`src/rtl/arbitro_ocho_lineas_pkg.sv`:
```
// Shared sizing and FSM state encoding for the eight-line grant sequencer.
package arbitro_pkg;

   localparam int N_LINEAS = 8;
   localparam int ID_W     = $clog2(N_LINEAS);

   typedef enum logic [1:0] {
      LIBRE   = 2'd0,
      CONCEDE = 2'd1,
      PAUSA   = 2'd2
   } estado_t;

endpackage

```
`src/rtl/arbitro_ocho_lineas_if.sv`:
```
// Request/grant bundle between the arbiter (master) and its environment (slave).
interface arbitro_ocho_lineas_if;
   import arbitro_pkg::*;

   logic [N_LINEAS-1:0] ocho_lineas;
   logic [N_LINEAS-1:0] mascara;
   logic                gnt_ack;
   logic                gnt_valid;
   logic [ID_W-1:0]     gnt_id;
   logic [N_LINEAS-1:0] gnt_onehot;
   logic [N_LINEAS-1:0] pendientes;
   logic                alguno;

   modport master (
      input  ocho_lineas, mascara, gnt_ack,
      output gnt_valid, gnt_id, gnt_onehot, pendientes, alguno
   );

   modport slave (
      output ocho_lineas, mascara, gnt_ack,
      input  gnt_valid, gnt_id, gnt_onehot, pendientes, alguno
   );

endinterface

```
`src/rtl/arbitro_ocho_lineas_codificador_prioridad.sv`:
```
// Combinational highest-index priority encoder with a valid flag.
module codificador_prioridad
   import arbitro_pkg::*;
(
   input  logic [N_LINEAS-1:0] vec,
   output logic [ID_W-1:0]     idx,
   output logic                valid
);

   // Ascending scan: the last set bit seen is the highest index.
   always_comb begin
      idx   = '0;
      valid = 1'b0;
      for (int i = 0; i < N_LINEAS; i++) begin
         if (vec[i]) begin
            idx   = ID_W'(i);
            valid = 1'b1;
         end
      end
   end

endmodule

```
`src/rtl/arbitro_ocho_lineas.sv`:
```
// Eight-line sticky-request arbiter with valid/ack grant handshake.
// Define ROUND_ROBIN_EN for rotating priority; default is fixed highest-index priority.
module arbitro_ocho_lineas
   import arbitro_pkg::*;
(
   input  logic                  clk,
   input  logic                  rst,
   arbitro_ocho_lineas_if.master bus
);

   estado_t             state_reg, state_next;
   logic [N_LINEAS-1:0] pend_reg, pend_next;
   logic [N_LINEAS-1:0] clr;
   logic                gnt_valid_reg, gnt_valid_next;
   logic [ID_W-1:0]     gnt_id_reg, gnt_id_next;
   logic [N_LINEAS-1:0] gnt_onehot_reg, gnt_onehot_next;

   logic [N_LINEAS-1:0] candidatos;
   logic [ID_W-1:0]     win_id;
   logic                win_valid;
   logic [N_LINEAS-1:0] win_onehot;

   assign candidatos = pend_reg & ~bus.mascara;

`ifdef ROUND_ROBIN_EN
   logic [ID_W-1:0]     ptr_reg, ptr_next;
   logic [N_LINEAS-1:0] rot, rev;
   logic [ID_W-1:0]     rev_idx;

   // Rotate so ptr lands on bit 0, then reverse so the highest-index encoder
   // picks the first candidate at or above ptr; undo both afterwards.
   for (genvar gi = 0; gi < N_LINEAS; gi++) begin : g_rot
      assign rot[gi] = candidatos[ID_W'(gi) + ptr_reg];
      assign rev[gi] = rot[N_LINEAS-1-gi];
   end

   codificador_prioridad u_cod (
      .vec   (rev),
      .idx   (rev_idx),
      .valid (win_valid)
   );

   assign win_id = ptr_reg + (ID_W'(N_LINEAS-1) - rev_idx);

   always_comb begin
      ptr_next = ptr_reg;
      if (state_reg == CONCEDE && bus.gnt_ack)
         ptr_next = gnt_id_reg + ID_W'(1);
   end

   always_ff @(posedge clk) begin
      if (rst) ptr_reg <= '0;
      else     ptr_reg <= ptr_next;
   end
`else
   codificador_prioridad u_cod (
      .vec   (candidatos),
      .idx   (win_id),
      .valid (win_valid)
   );
`endif

   for (genvar gi = 0; gi < N_LINEAS; gi++) begin : g_onehot
      assign win_onehot[gi] = (win_id == ID_W'(gi));
   end

   // A line still high during its ack re-pends: set beats clear.
   assign clr       = (gnt_valid_reg && bus.gnt_ack) ? gnt_onehot_reg : '0;
   assign pend_next = (pend_reg & ~clr) | bus.ocho_lineas;

   always_comb begin
      state_next      = state_reg;
      gnt_valid_next  = gnt_valid_reg;
      gnt_id_next     = gnt_id_reg;
      gnt_onehot_next = gnt_onehot_reg;
      case (state_reg)
         LIBRE: begin
            if (win_valid) begin
               gnt_valid_next  = 1'b1;
               gnt_id_next     = win_id;
               gnt_onehot_next = win_onehot;
               state_next      = CONCEDE;
            end
         end
         CONCEDE: begin
            if (bus.gnt_ack) begin
               gnt_valid_next  = 1'b0;
               gnt_onehot_next = '0;
               state_next      = PAUSA;
            end
         end
         PAUSA:   state_next = LIBRE;
         default: state_next = LIBRE;
      endcase
   end

   always_ff @(posedge clk) begin
      if (rst) begin
         state_reg      <= LIBRE;
         pend_reg       <= '0;
         gnt_valid_reg  <= 1'b0;
         gnt_id_reg     <= '0;
         gnt_onehot_reg <= '0;
      end else begin
         state_reg      <= state_next;
         pend_reg       <= pend_next;
         gnt_valid_reg  <= gnt_valid_next;
         gnt_id_reg     <= gnt_id_next;
         gnt_onehot_reg <= gnt_onehot_next;
      end
   end

   assign bus.gnt_valid  = gnt_valid_reg;
   assign bus.gnt_id     = gnt_id_reg;
   assign bus.gnt_onehot = gnt_onehot_reg;
   assign bus.pendientes = pend_reg;
   assign bus.alguno     = |candidatos;

endmodule

```
`src/flat_wrapper.sv`:
```
// flat-port wrapper written by rule: the top's interface ports become plain ports
module arbitro_ocho_lineas_flat import arbitro_pkg::*;
  (clk, rst, bus_ocho_lineas, bus_mascara, bus_gnt_ack, bus_gnt_valid, bus_gnt_id, bus_gnt_onehot, bus_pendientes, bus_alguno);
  arbitro_ocho_lineas_if bus_i ();
  input  logic clk;
  input  logic rst;
  input wire logic [$bits(bus_i.ocho_lineas)-1:0] bus_ocho_lineas;
  input wire logic [$bits(bus_i.mascara)-1:0] bus_mascara;
  input wire logic [$bits(bus_i.gnt_ack)-1:0] bus_gnt_ack;
  output wire logic [$bits(bus_i.gnt_valid)-1:0] bus_gnt_valid;
  output wire logic [$bits(bus_i.gnt_id)-1:0] bus_gnt_id;
  output wire logic [$bits(bus_i.gnt_onehot)-1:0] bus_gnt_onehot;
  output wire logic [$bits(bus_i.pendientes)-1:0] bus_pendientes;
  output wire logic [$bits(bus_i.alguno)-1:0] bus_alguno;
  assign bus_i.ocho_lineas = bus_ocho_lineas;
  assign bus_i.mascara = bus_mascara;
  assign bus_i.gnt_ack = bus_gnt_ack;
  assign bus_gnt_valid = bus_i.gnt_valid;
  assign bus_gnt_id = bus_i.gnt_id;
  assign bus_gnt_onehot = bus_i.gnt_onehot;
  assign bus_pendientes = bus_i.pendientes;
  assign bus_alguno = bus_i.alguno;
  arbitro_ocho_lineas u_core (.clk(clk), .rst(rst), .bus(bus_i));
endmodule
```
`config.mk`:
```
export PLATFORM = sky130hd
export DESIGN_NAME = arbitro_ocho_lineas_flat
export DESIGN_NICKNAME = d
export VERILOG_FILES = /design/src/rtl/arbitro_ocho_lineas_pkg.sv /design/src/rtl/arbitro_ocho_lineas_if.sv /design/src/rtl/arbitro_ocho_lineas_codificador_prioridad.sv /design/src/rtl/arbitro_ocho_lineas.sv /design/src/flat_wrapper.sv
export SDC_FILE = /design/constraint.sdc
export NUM_CORES = 1
export LEC_CHECK = 0
export ABC_AREA = 1
export ABC_CLOCK_PERIOD_IN_PS = 2100
export CAP_MARGIN = 20
export CORE_MARGIN = 3
export CORE_UTILIZATION = 41
export DETAILED_ROUTE_END_ITERATION = 8
export DONT_BUFFER_PORTS = 1
export GPL_ROUTABILITY_DRIVEN = 0
export SETUP_SLACK_MARGIN = 0.2
export SLEW_MARGIN = 20
export SYNTH_ARGS = -nofsm -noshare
export SYNTH_HDL_FRONTEND = slang
export SYNTH_SLANG_ARGS = --single-unit
export TNS_END_PERCENT = 1
```
`constraint.sdc`:
```
create_clock -name clk -period 2.1 [get_ports clk]
set_clock_uncertainty 0.1 [all_clocks]
set_input_delay 0.315 -clock clk [delete_from_list [all_inputs] [get_ports clk]]
set_output_delay 0.315 -clock clk [all_outputs]
set_load 0.005 [all_outputs]
```
### Word level (Yosys, flattened, before mapping)

Cells that the tools add are included.

| storage, ports and cells | value |
|---|---|
| input bits | 19 |
| word-level logic and storage cells | 53 |
| flip-flop bits (word level) | 22 |
| output and inout port bits | 21 |

| operators by class | value |
|---|---|
| bitwise gates (word level) | 5 |
| reductions and logical operators | 8 |
| equal/unequal tests | 10 |
| muxes and demuxes | 25 |

Operators by type and width:

| operator | number |
|---|---|
| $mux 8 | 3 |
| $mux 3 | 6 |
| $and 8x8->8 | 2 |
| $not 8->8 | 2 |
| $pmux 8 s2 | 1 |
| $eq 3x3->1 const B | 4 |
| $mux 1 | 11 |
| $or 8x8->8 | 1 |
| $reduce_or 8->1 | 1 |
| $eq 3x2->1 const B | 2 |
| $mux 2 | 2 |
| $ne 2x2->1 const B | 2 |
| $pmux 2 s2 | 1 |
| $reduce_and 2->1 | 2 |
| $eq 3x1->1 const B | 1 |
| $logic_not 3->1 | 1 |
| $reduce_and 3->1 | 1 |
| $eq 2x1->1 const B | 1 |
| $logic_not 2->1 | 1 |
| $pmux 1 s2 | 1 |
| $reduce_bool 2->1 | 1 |
| $logic_and 1x1->1 | 1 |

### Logic depth before layout (Yosys ltp)

Gate-level depths: netlist of run 1.

| depth | value |
|---|---|
| depth after elaboration | 12 |
| mapped depth | 11 |
| gate-level depth less buffers | 10 |

### Modules after synthesis

A second synthesis of run 1 with hierarchy kept.

| second synthesis, totals | value |
|---|---|
| cells, all modules | 148 |
| area, all modules | 1047.3 µm² |

Modules (own cells, without submodules):

| module | area each (µm²) | sequential area each (µm²) | times used | cells each |
|---|---|---|---|---|
| arbitro_ocho_lineas | 969.7 | 440.4 | 1 | 128 |
| codificador_prioridad | 77.6 | 0.0 | 1 | 20 |

### Least setup slack after synthesis of run 1

OpenSTA, ideal clock, no wires.

| timing | value |
|---|---|
| path kind | register to register |
| start point | reg u_core.pend_reg[2], in the netlist u_core.bus.pendientes[2] |
| end point | reg u_core.gnt_id_reg[2], in the netlist u_core.bus.gnt_id[2] |
| arrival time | 1.038 ns |
| path buffers | 1 |
| clock period less this slack | 1.265 ns |
| data required time | 1.872 ns |
| stages on the path, launching flop included | 11 |
| slack | 0.835 ns |
| setup time | 0.128 ns |
| cells stage by stage | dfxtp_1 > nand2_1 > nand2_1 > inv_2 > nand2_4 > inv_4 > nand2_4 > nand2_4 > buf_12 > a21oi_1 > nor2_1 |

| on the way | value |
|---|---|
| longest elaborated chain between the ends | 8 |

Ends and longest elaborated chain:

| what | RTL line | text |
|---|---|---|
| from (decl) | arbitro_ocho_lineas.sv:12 | `logic [N_LINEAS-1:0] pend_reg, pend_next;` |
| from (signal assigned) | arbitro_ocho_lineas.sv:106 | `pend_reg <= pend_next;` |
| $and 8x8->8 | arbitro_ocho_lineas.sv:23 | `assign candidatos = pend_reg & ~bus.mascara;` |
| $mux 1 (6 in series) | arbitro_ocho_lineas_codificador_prioridad.sv:15 | `if (vec[i]) begin` |
| $reduce_and 2->1 (no line) | - |  |
| to (signal assigned) | arbitro_ocho_lineas.sv:108 | `gnt_id_reg <= gnt_id_next;` |
| to (decl) | arbitro_ocho_lineas.sv:15 | `logic [ID_W-1:0] gnt_id_reg, gnt_id_next;` |

No other way between the ends.
A chain may end at the register's enable or synchronous reset.

### Worst setup path after layout of run 1

| timing | value |
|---|---|
| start point | reg u_core.pend_reg[3], in the netlist u_core.bus.pendientes[3] |
| end point | out bus_alguno |

| on the way | value |
|---|---|
| longest elaborated chain between the ends | 2 |

Ends and longest elaborated chain:

| what | RTL line | text |
|---|---|---|
| $and 8x8->8 | arbitro_ocho_lineas.sv:23 |  |
| $reduce_or 8->1 | arbitro_ocho_lineas.sv:117 | `assign bus.alguno = \|candidatos;` |
| to (decl) | flat_wrapper.sv:14 | `output wire logic [$bits(bus_i.alguno)-1:0] bus_alguno;` |

No other way between the ends.

==> flow_summary_export.csv, run 1 <==
group,metric,value,unit
run_status,outcome,"complete, no violations",
yosys,synth_compound_area_share,14.2,%
timing,slew_violations,0,
cells_and_area,n_antenna_cell,0,
clock_tree,clk_latency,310,ps
global_route,track_usage,15.3,%
drt,vias_per_cell,5.27,
timing,report.final.setup_viol,0,
global_route,grt_pass1_wl,4.01,mm
yosys,netlist.area_leader.share,39.4,%
cells_and_area,nets,155,
timing,setup_slack,582,ps
yosys,ys_types,21,
yosys,yosys_most_used_dff,"dfxtp_1",
power_and_ir_drop,powerDensity,755,nW/um2
timing,rsz0062_at_grt,"false",
floorplanning,die_area,3390,um2
yosys,syn-cell-area,1120,um2
drt,drt-pass1-iter-count,4,
timing,finalCritPeriodShare,72.3,%
floorplanning,fp.dieH,58.2,um
yosys,synthMuxAreaShare,0,%
yosys,avgSynthCellArea,8.28,um2
floorplanning,ios,40,
placed_design,place_worst_setup_slack,705,ps
worst_hold_path,holdPathStages,2,
drt,first_iter_violations,44,
yosys,synth_top_family_by_area,"simple AND/OR/NAND/NOR gates",
worst_setup_path,worstSetupPathType,"reg2out",
floorplanning,fp.dieW,58.2,um
worst_setup_path,r2r_cells,6,
placed_design,port_buffers,0,
worst_hold_path,hp-class,"in2reg",
power_and_ir_drop,power_leakage,0.481,nW
clock_tree,root_buffer,"clkbuf_4",
drt,via_count,864,
clock_tree,htreeDepth,1,
worst_setup_path,critPathMaxFanout,3,
worst_setup_path,required,1680,ps
worst_setup_path,cp_top_family,"flip-flops",
global_route,grt_pass1_vias,850,
yosys,ys_async_sr_fraction,0,%
clock_tree,cts_tree,"done",
cells_and_area,fillers,275,
floorplanning,start_util,43.9,%
worst_setup_path,endpoint_kind,"output port",
timing,worst_pin_slew,903,ps
worst_setup_path,start_kind,"register",
clock_tree,cts_buffers,3,
timing,period_needed,1520,ps
global_route,grt-ovfl-total,0,
cells_and_area,final_util,45.3,%
timing,slew_headroom,39.6,%
floorplanning,core,2540,um2
clock_tree,clock_path_buffers,2,
worst_setup_path,worstSetupPathDepth,6,
drt,routed_wl,2.35,mm
yosys,yosysTopAreaCell,"dfxtp_1",
timing,finalSetupTns,0,ps
yosys,synth_xor_area_share,0,%
yosys,seq_area_frac_synth,39.4,%
floorplanning,core.rowCount,18,
yosys,synthesis.nets,154,
yosys,synth_cells,135,
placed_design,dp_hpwl,1.76,mm
clock_tree,cts.sinks,22,
clock_tree,clk_pin_slew,120,ps
global_route,antenna_found_initial,0,
worst_setup_path,arrival,1100,ps
global_route,grt_start_max_net_pins,21,
drt,wl_per_cell,14.3,um
timing,fmax,659,MHz
timing,finalHoldViolations,0,
drt,drc_errors,0,
yosys,synth-seq-cells,22,
worst_setup_path,crit_buf_inv,2,
worst_setup_path,critical_path.cell_chain,"nand2_1 > nand2_1 > inv_2 > nand2_4 > inv_4 > nand2_4",
cells_and_area,syn_to_final_growth,3.14,%
drt,ant_nets,0,
yosys,yosys-top-cells-area,"dfxtp_1 (39%), nand2_4 (7.1%), a21oi_2 (6.3%), nand3_1 (6.3%), nand3_2 (6.3%)",
cells_and_area,drive_above_1_share,26.9,%
run,maxCapViolations,0,
yosys,synth_common_cells,"dfxtp_1 (22), nor2_1 (17), inv_1 (14), nand3_1 (14), a21oi_1 (12)",
yosys,synth.most_common_cell,"dfxtp_1",
worst_setup_path,cpPeakStageDelay,350,ps
clock_tree,post-cts-setup-buffer-count,0,
yosys,synth-simple-area-share,37.3,%
yosys,synth_adder_area_share,0,%
worst_setup_path,slowest_stage,"dfxtp_1",
power_and_ir_drop,ir_drop,0.487,mV
yosys,synth_edf_count,0,
yosys,yosysWarnings,0,
==> worst register-to-register path, cell delays in order, from the launching register on <==
cell and delay, ps:
dfxtp_1 430, nand2_4 110, nand2_4 100, nor2_8 50, nor2_1 290, nand4_1 170, a21oi_2 140
==> where the power goes <==
| part | internal (W) | total [W] | leakage [nW] | switching (W) |
|---|---|---|---|---|
| Sequential | 0.000452 | 0.000493 | 0.182 | 0.0000413 |
| Combinational | 0.0000636 | 0.000187 | 0.285 | 0.000123 |
| Clock | 0.0000671 | 0.000190 | 0.0138 | 0.000123 |
| Total | 0.000583 | 0.000870 | 0.481 | 0.000288 |
==> kinds of logic after synthesis <==
logic type | Yosys count
AOI/OAI and AO/OA | 23
buffers and inverters | 22
DFF | 22
and+or+nand+nor | 68
==> stage by stage <==
step | area [um2] | hold slack [ps] | power (W) | instances
after detailed placement | 1120 | 282 | 0.000685 | 160
final | 1150 | 19.4 | 0.000870 | 164
after global routing | 1150 | 36.7 | 0.000917 | 164
after global placement | 1120 | 281 | 0.000680 | 160
after floorplan | 1120 | 332 | 0.000672 | 135
after CTS | 1150 | 25.9 | 0.000876 | 164
==> timing repair <==
item	CTS	global route
hold buffers	1	0
endpoints found under the hold margin	20	0
resized for setup	0	0
==> final timing paths <==
kind	startpoint	slack, ps	end
worst max-delay path	u_core.bus.pendientes[3]	580	bus_alguno
worst min-delay path	bus_ocho_lineas[0]	20	u_core.bus.pendientes[0]
worst max register to register	u_core.bus.pendientes[7]	650	u_core.bus.gnt_onehot[6]
worst min register to register	u_core.bus.gnt_onehot[4]	420	u_core.bus.gnt_onehot[4]
==> final cells by class <==
cell class | count | area [um2] | area share, %
clock buffers | 3 | 22.5 | 1.95
inverters | 17 | 66.3 | 5.75
multi-input cells | 91 | 576 | 49.9
flip-flops and latches | 22 | 440 | 38.2
well taps | 30 | 37.5 | 3.26
repair buffers | 1 | 10.0 | 0.869
==> per-layer routing <==
layer	vias to the layer above	global-route usage (%)	wire length (um)
met3	5	5.57	232
met5	-	0	0
li1	439	-	-
met4	0	3.97	24
met1	388	20.0	1040
met2	32	24.0	1060
==> cells in the final DEF, fill, tap and decap left out <==
cell and count:
nand4_1 4, a21oi_1 12, o21bai_4 1, nand2_1 11, dlygate4sd3_1 1, inv_2 2, nor2_1 17, nand2_4 7
o21ai_1 1, nand3_1 14, nand3_2 7, o21ai_0 1, dfxtp_1 22, a21oi_2 8, nor2_4 1, inv_1 14
clkbuf_4 3, inv_4 1, nor2_8 1, nand2_2 5, nor3_1 1
Power figures use the tool's default switching activity.
==> run 2, diff against run 1 <==
Settings changed: ABC_CLOCK_PERIOD_IN_PS 2100 to 1400.
Clock period 2.1 ns to 1.4 ns, I/O delays scaled along.
==> flow_summary_export.csv, run 2 (synthesis gave the netlist of run 1 again) <==
group,metric,value,unit
clock_tree,cts.sinks,22,
cells_and_area,drive_above_1_share,43.9,%
floorplanning,core,2540,um2
drt,drc_errors,0,
floorplanning,core.rowCount,18,
timing,rsz0062_at_grt,"true",
worst_setup_path,r2r_setup_slack,80,ps
power_and_ir_drop,ir_drop,0.747,mV
clock_tree,cts_buffers,3,
cells_and_area,final_util,50.1,%
worst_setup_path,cp-startpoint,"u_core.bus.pendientes[5]",
worst_setup_path,endpoint_kind,"output port",
global_route,antenna_found_initial,0,
worst_setup_path,r2r_start,"u_core.bus.pendientes[3]",
timing,report.final.setup_viol,0,
clock_tree,clk_latency,320,ps
floorplanning,fp.dieW,58.2,um
timing,holdWs,-171,ps
floorplanning,start_util,43.9,%
clock_tree,clock_path_buffers,2,
drt,vias_per_cell,5.21,
clock_tree,root_buffer,"clkbuf_4",
timing,setup_slack,17.3,ps
clock_tree,clk_pin_slew,130,ps
run,maxCapViolations,0,
timing,period_needed,1380,ps
worst_setup_path,start_kind,"register",
drt,first_iter_violations,26,
drt,ant_nets,0,
cells_and_area,fin_cells,169,
floorplanning,ios,40,
global_route,grt_start_max_net_pins,22,
global_route,grt_pass1_wl,4.16,mm
placed_design,post-place-cells,160,
clock_tree,htreeDepth,1,
worst_setup_path,r2r-end,"u_core.bus.gnt_onehot[4]",
cells_and_area,fillers,266,
drt,drt-pass1-iter-count,4,
cells_and_area,layout_commonest_cell,"nor2_1",
worst_setup_path,r2r_cells,8,
worst_setup_path,critPathMaxFanout,4,
worst_hold_path,hp-class,"in2reg",
timing,finalCritPeriodShare,98.8,%
clock_tree,ctsHoldBuffers,1,
timing,fmax,723,MHz
worst_setup_path,crit_end,"bus_alguno",
run_status,outcome,"finished, violations left",
global_route,track_usage,16.2,%
placed_design,dp_hpwl,1.81,mm
cells_and_area,final_cell_mix,"nor2_1 (15), nand3_1 (14), dfxtp_1 (13)",
run_status,violations,"hold timing",
worst_setup_path,required,1090,ps
floorplanning,fp.dieH,58.2,um
timing,finalHoldViolations,20,
global_route,grt-ovfl-total,0,
timing,slew_headroom,84.5,%
power_and_ir_drop,powerDensity,1210,nW/um2
power_and_ir_drop,power_leakage,0.529,nW
clock_tree,cts_tree,"done",
cells_and_area,syn_to_final_growth,14.2,%
worst_setup_path,worstSetupPathType,"reg2out",
floorplanning,die_area,3390,um2
drt,wl_per_cell,14.7,um
cells_and_area,nets,159,
global_route,grt_pass1_vias,890,
worst_setup_path,arrival,1070,ps
placed_design,port_buffers,0,
drt,routed_wl,2.48,mm
placed_design,place_worst_setup_slack,74.7,ps
timing,slew_violations,0,
drt,via_count,880,
cells_and_area,n_antenna_cell,0,
timing,worst_pin_slew,233,ps
==> run 2: cell type report <==
| type | count | area (um2) | area share (%) |
|---|---|---|---|
| multi-input combinational | 91 | 621 | 48.6 |
| sequential | 22 | 459 | 36.0 |
| inverter | 17 | 66.3 | 5.20 |
| timing repair buffer | 5 | 40.0 | 3.14 |
| tap | 30 | 37.5 | 2.94 |
| clock inverter | 1 | 30.0 | 2.35 |
| clock buffer | 3 | 22.5 | 1.76 |
==> run 2: stage by stage <==
| stage | hold slack, ps | power (W) | setup TNS, ps | instance area (um2) |
|---|---|---|---|---|
| final | -171 | 0.00155 | 0 | 1280 |
| after global routing | -201 | 0.00164 | -106 | 1280 |
| after CTS | -188 | 0.00155 | 0 | 1240 |
| after detailed placement | 177 | 0.00104 | 0 | 1130 |
| after global placement | 176 | 0.00103 | 0 | 1130 |
| after floorplan | 227 | 0.00102 | 0 | 1130 |
==> run 2: critical path, cell delays in order (launching register included) <==
cell,delay (ps)
dfxtp_4,380
nand2_4,70
nand2_4,70
nor2_8,160
nand2_4,80
==> run 2: where the power goes <==
group	internal, W	total, W	switching (W)	leakage (nW)
Combinational	0.000117	0.000307	0.000190	0.317
Clock	0.000290	0.000497	0.000207	0.0279
Sequential	0.000681	0.000746	0.0000650	0.184
==> run 2: worst min-delay path by stage <==
stage / from / end / slack, ps / cells past startpoint
final: rst / u_core.bus.gnt_onehot[1] / -170 / 1
after global routing: rst / u_core.bus.gnt_onehot[0] / -200 / 1
after global placement: rst / u_core.bus.gnt_onehot[0] / 180 / 1
after floorplan: bus_ocho_lineas[1] / u_core.bus.pendientes[1] / 230 / 2
after CTS: rst / u_core.bus.gnt_onehot[1] / -190 / 1
after detailed placement: rst / u_core.bus.gnt_onehot[1] / 180 / 1
==> run 2: layer usage <==
metal	up-vias	wire length, um	track usage (%)
met1	404	1070	20.2
met4	0	33	6.95
met3	2	155	3.56
met5	-	0	0
met2	24	1230	26.8
li1	450	-	-
==> run 2: timing repair <==
action | CTS | global route
pin swaps | 9 | 2
endpoints found under the hold margin | 22 | 20
setup endpoints to repair | 14 | 23
buffers inserted | 3 | 1
gates resized for setup | 11 | 10
